<file path="config.mk">
export PLATFORM = sky130hd
export DESIGN_NAME = conv5x5_window_ctrl
export DESIGN_NICKNAME = d
export VERILOG_FILES = /design/src/rtl/conv5x5_window_ctrl.sv
export SDC_FILE = /design/constraint.sdc
export NUM_CORES = 1
export LEC_CHECK = 0
export CAP_MARGIN = 5
export CORE_UTILIZATION = 62
export CTS_CLUSTER_SIZE = 30
export DETAILED_ROUTE_END_ITERATION = 8
export DONT_BUFFER_PORTS = 1
export PLACE_DENSITY = 0.77
export SLEW_MARGIN = 20
export SYNTH_ARGS = -nofsm -noshare
export SYNTH_HDL_FRONTEND = slang
export SYNTH_SLANG_ARGS = --single-unit
</file>
<file path="constraint.sdc">
create_clock -name i_clk -period 2.6 [get_ports i_clk]
set_input_delay 0.65 -clock i_clk [delete_from_list [all_inputs] [get_ports i_clk]]
set_output_delay 0.65 -clock i_clk [all_outputs]
set_load 0.02 [all_outputs]
</file>
<file path="src/rtl/conv5x5_window_ctrl.sv">
// Control sequencer for a K x K convolution datapath. It walks one raster
// frame and drives the line-buffer and window-chain enables, the column
// address and the row/column position. It also produces window-valid, plus an
// output-valid/last pair delayed to line up with the arithmetic pipeline.
module conv5x5_window_ctrl #(
    parameter int IMG_W    = 32,
    parameter int IMG_H    = 32,
    parameter int K        = 5,
    parameter int PIPE_LAT = 3,
    parameter int AW       = 5,
    parameter int RW       = 5
) (
    input  logic          i_clk,
    input  logic          i_rst,
    input  logic          i_start,
    input  logic          i_valid,
    output logic          o_ready,
    output logic          o_shift_en,
    output logic          o_lb_wr_en,
    output logic [AW-1:0] o_lb_addr,
    output logic [AW-1:0] o_col,
    output logic [RW-1:0] o_row,
    output logic          o_win_valid,
    output logic          o_out_valid,
    output logic          o_out_last,
    output logic          o_busy,
    output logic          o_done
);

    // Drain counter only needs to reach PIPE_LAT.
    localparam int DW = $clog2(PIPE_LAT + 2);

    localparam logic [AW-1:0] COL_LAST   = AW'(IMG_W - 1);
    localparam logic [RW-1:0] ROW_LAST   = RW'(IMG_H - 1);
    localparam logic [AW-1:0] COL_WIN    = AW'(K - 1);
    localparam logic [RW-1:0] ROW_WIN    = RW'(K - 1);
    localparam logic [DW-1:0] DRAIN_LAST = DW'(PIPE_LAT);

    typedef enum logic [1:0] {
        S_IDLE,
        S_RUN,
        S_DRAIN,
        S_DONE
    } state_t;

    state_t        state_q, state_d;
    logic [AW-1:0] col_q, col_d;
    logic [RW-1:0] row_q, row_d;
    logic [DW-1:0] drain_q, drain_d;

    logic          win_valid_q;
    logic          win_last_q;
    logic [PIPE_LAT-1:0] vpipe_q, vpipe_d;
    logic [PIPE_LAT-1:0] lpipe_q, lpipe_d;

    logic accept;
    logic col_last;
    logic row_last;

    assign accept   = i_valid && (state_q == S_RUN);
    assign col_last = (col_q == COL_LAST);
    assign row_last = (row_q == ROW_LAST);

    // Next-state logic: raster counters advance only on accepted pixels;
    // DRAIN holds long enough for the last result to leave the pipeline.
    always_comb begin
        state_d = state_q;
        col_d   = col_q;
        row_d   = row_q;
        drain_d = drain_q;
        case (state_q)
            S_IDLE: begin
                col_d   = '0;
                row_d   = '0;
                drain_d = '0;
                if (i_start) begin
                    state_d = S_RUN;
                end
            end
            S_RUN: begin
                if (accept) begin
                    if (col_last) begin
                        col_d = '0;
                        if (row_last) begin
                            row_d   = '0;
                            drain_d = '0;
                            state_d = S_DRAIN;
                        end else begin
                            row_d = row_q + 1'b1;
                        end
                    end else begin
                        col_d = col_q + 1'b1;
                    end
                end
            end
            S_DRAIN: begin
                if (drain_q == DRAIN_LAST) begin
                    drain_d = '0;
                    state_d = S_DONE;
                end else begin
                    drain_d = drain_q + 1'b1;
                end
            end
            S_DONE: begin
                state_d = S_IDLE;
            end
            default: begin
                state_d = S_IDLE;
            end
        endcase
    end

    // State and counter registers.
    always_ff @(posedge i_clk) begin
        if (i_rst) begin
            state_q <= S_IDLE;
            col_q   <= '0;
            row_q   <= '0;
            drain_q <= '0;
        end else begin
            state_q <= state_d;
            col_q   <= col_d;
            row_q   <= row_d;
            drain_q <= drain_d;
        end
    end

    // A window is complete once K rows and K columns have been shifted in.
    always_ff @(posedge i_clk) begin
        if (i_rst) begin
            win_valid_q <= 1'b0;
            win_last_q  <= 1'b0;
        end else begin
            win_valid_q <= accept && (row_q >= ROW_WIN) && (col_q >= COL_WIN);
            win_last_q  <= accept && col_last && row_last;
        end
    end

    // Free-running delay line matching the arithmetic pipeline; never stalls.
    generate
        for (genvar gi = 0; gi < PIPE_LAT; gi++) begin : g_pipe
            if (gi == 0) begin : g_head
                assign vpipe_d[gi] = win_valid_q;
                assign lpipe_d[gi] = win_last_q;
            end else begin : g_tail
                assign vpipe_d[gi] = vpipe_q[gi-1];
                assign lpipe_d[gi] = lpipe_q[gi-1];
            end
        end
    endgenerate

    // Delay-line registers.
    always_ff @(posedge i_clk) begin
        if (i_rst) begin
            vpipe_q <= '0;
            lpipe_q <= '0;
        end else begin
            vpipe_q <= vpipe_d;
            lpipe_q <= lpipe_d;
        end
    end

    assign o_ready     = (state_q == S_RUN);
    assign o_shift_en  = accept;
    assign o_lb_wr_en  = accept;
    assign o_lb_addr   = col_q;
    assign o_col       = col_q;
    assign o_row       = row_q;
    assign o_win_valid = win_valid_q;
    assign o_out_valid = vpipe_q[PIPE_LAT-1];
    assign o_out_last  = lpipe_q[PIPE_LAT-1];
    assign o_busy      = (state_q != S_IDLE);
    assign o_done      = (state_q == S_DONE);

endmodule
</file>
==> flow_summary.json <==
{
  "status": "complete, no violations",
  "finalNetCount": 132,
  "grt_usage_pct": 23.4,
  "postCtsHoldBufs": 0,
  "cp-end-kind": "output port",
  "core-area_um2": 1710,
  "grt_pass1_wl_mm": 3.39,
  "synthToLayoutAreaGrowth_pct": 2.44,
  "drt_iter0_markers": 23,
  "row_count": 15,
  "ir_worst_vdd_uv": 626,
  "drive_gt1_share_pct": 10.3,
  "worst-path-buf-inv": 1,
  "fill_cells": 141,
  "cts.repair.resized": 0,
  "power_frac_seq_pct": 43.4,
  "grt_max_degree": 23,
  "antenna_found_initial": 0,
  "fin_worst_skew_ns": 0.00931,
  "hp-start": "i_rst",
  "max_stage_delay_ns": 0.49,
  "clock_path_buffers": 2,
  "io_pins": 27,
  "path_cells": "inv_1 > ha_1 > and2_2",
  "fp.dieW_um": 44.6,
  "relSlewSlack_pct": 64.3,
  "finalCritPeriodShare_pct": 88.9,
  "die-area_um2": 1990,
  "path_clk_slew_ns": 0.13,
  "finalNonFillerCells": 141,
  "cts.sinks": 23,
  "wl_per_cell_um": 14.6,
  "startpoint": "state_q[1]",
  "crit_family": "adder cells",
  "ys_warn_count": 0,
  "hpwlAfterDp_mm": 1.49,
  "drc": 0,
  "cts_buffers": 3,
  "cts_tree": "built",
  "synth_seq_cells": 23,
  "p_leak_nw": 0.463,
  "ys_types": 34,
  "antenna_left": 0,
  "syn-instance-count": 117,
  "vias": 811,
  "max_freq_mhz": 433,
  "worstPathRequired_ns": 1.95,
  "hold_viol": 0,
  "syn_avg_cell_area_um2": 9.64,
  "dp.cells": 137,
  "crit_arrival_ns": 1.66,
  "powerDensity_nw_per_um2": 787,
  "fin_crit_ns": 2.31,
  "min_path_type": "input pin to register",
  "crit_type": "register to output port",
  "rsz0062_at_grt": "false",
  "routed_wl_mm": 2.06,
  "timing.rr.start": "o_row[1]",
  "die_h_um": 44.6,
  "swShare_pct": 38.3,
  "tightest_slew_ns": 0.535,
  "via_per_inst": 5.75,
  "initial_core_util_pct": 66.0,
  "first_global_vias": 747,
  "combPwrFrac_pct": 38.7,
  "io_buffers": 0,
  "utilization_pct": 67.6,
  "clockPowerShare_pct": 18.0,
  "report.final.setup_viol": 0,
  "cp_max_fo": 11,
  "cts_root_buf": "clkbuf_4",
  "worstSkewPairLatency_ns": 0.31,
  "grt_overflow": 0,
  "p_int_mw": 0.561,
  "power.switching_mw": 0.347,
  "worstSetupStartpointType": "register",
  "slew_violations": 0,
  "synth_nets": 132,
  "place_congestion": 0.814,
  "ys_seq_area_share_pct": 40.8,
  "first_pass_iters": 4,
  "finalSetupTns_ns": 0,
  "fin_hold_ws_ns": 0.392,
  "synth_area_um2": 1130,
  "post-cts-setup-buffer-count": 0,
  "maxCapViolCount": 0,
  "htreeDepth": 1,
  "diodes": 0,
  "critPathSlowestCell": "ha_1"
}
per-layer routing:
layer / routed length [um] / part of all wire, % / vias to the layer above / global-route usage [%]
met4: 15 / 0.73 / 0 / 9.09
li1: - / - / 395 / -
met3: 118 / 5.7 / 2 / 8.16
met5: 0 / 0 / - / 0
met2: 971 / 47 / 27 / 39.1
met1: 950 / 46 / 387 / 27.4
area by class of cell:
cell class                      count  area (um^2)  share of cell area (%)
Multi-Input combinational cell     76          573                    49.6
Sequential cell                    23          460                    39.9
Inverter                            9         33.8                    2.93
Tap cell                           25         31.3                    2.71
Timing Repair Buffer                4         30.0                    2.60
Clock buffer                        4         26.3                    2.28
power by group through the flow:
| stage | Clock (mW) | Combinational [mW] | Sequential, mW |
|---|---|---|---|
| floorplan | 0 | 0.304 | 0.406 |
| global placement | 0 | 0.340 | 0.398 |
| detailed placement | 0 | 0.350 | 0.402 |
| CTS | 0.169 | 0.352 | 0.393 |
| global route | 0.183 | 0.397 | 0.395 |
| finish | 0.163 | 0.351 | 0.394 |
synthesized netlist by cell type:
cell	count	share of area, %
nand2_1	2	0.67
nand3b_1	2	1.3
a211oi_1	2	1.3
and2_1	1	0.56
nor2b_1	6	3.3
inv_1	9	3.0
or3_1	2	1.1
o2bb2ai_1	2	1.6
nand3_1	5	2.2
and3_1	2	1.1
nand4b_1	1	0.78
nor3_1	2	0.89
xnor2_1	1	0.78
nand3_2	1	0.89
buf_1	1	0.33
a41oi_1	1	0.78
a221o_1	1	0.89
nand2b_1	8	4.4
and2b_2	1	0.78
ha_1	11	12
a311oi_1	2	1.6
mux2i_1	3	2.7
dfxtp_1	23	41
o21ai_0	2	0.89
a21oi_1	6	2.7
and2_2	1	0.67
nor4b_1	1	0.78
and4b_2	1	1.0
clkbuf_1	1	0.33
or3b_1	1	0.78
buf_4	7	4.7
nor2_1	5	1.7
a22oi_1	2	1.3
mux2i_2	1	1.2
stage by stage:
step | cell area, um^2 | total power [mW] | setup slack (ns)
final | 1150 | 0.908 | 0.288
after global routing | 1150 | 0.974 | 0.179
after CTS | 1150 | 0.915 | 0.274
after detailed placement | 1130 | 0.752 | 0.613
after global placement | 1130 | 0.737 | 0.678
after floorplan | 1130 | 0.710 | 0.693
final timing paths:
| kind | depth (start not counted) | slack [ns] | endpoint |
|---|---|---|---|
| setup / recovery | 3 | 0.29 | o_lb_wr_en |
| hold / removal | 1 | 0.39 | o_row[3] |
| setup reg to reg | 6 | 0.54 | state_q[0] |
| hold reg to reg | 1 | 0.45 | lpipe_q[1] |
kinds of logic (layout without fill, tap and decap cells):
kind of cell	count (synthesis)	after routing	share of synthesized area [%]
AOI/OAI and AO/OA	18	18	11.0
xor gates and xnor gates	1	1	0.777
adders and majority gates	11	11	12.2
buffers and inverters	18	17	8.32
DFF	23	23	40.8
and+or+nand+nor	42	42	23.0
muxes	4	4	3.88
cells in the final DEF, fill, tap and decap left out:
cell	count
dfxtp_1	23
ha_1	11
inv_1	9
nand2b_1	8
a21oi_1	6
nor2b_1	6
nand3_1	5
nor2_1	5
buf_4	4
mux2i_1	3
clkbuf_4	3
and3_1	2
nand3b_1	2
o2bb2ai_1	2
nand2_1	2
o21ai_0	2
or3_1	2
a22oi_1	2
nor3_1	2
a211oi_1	2
a311oi_1	2
and2_2	1
and4b_2	1
mux2i_2	1
nand4b_1	1
nand3_2	1
and2b_2	1
a221o_1	1
nor4b_1	1
and2_1	1
xnor2_1	1
a41oi_1	1
or3b_1	1
clkbuf_1	1
flip-flops by register name (all words and copies together), names as in the netlist:
register / flops
o_col: 5
o_row: 5
drain_q: 3
lpipe_q: 3
vpipe_q: 3
state_q: 2
o_win_valid: 1
win_last_q: 1
Note: power is estimated with default switching activity, not from simulation.
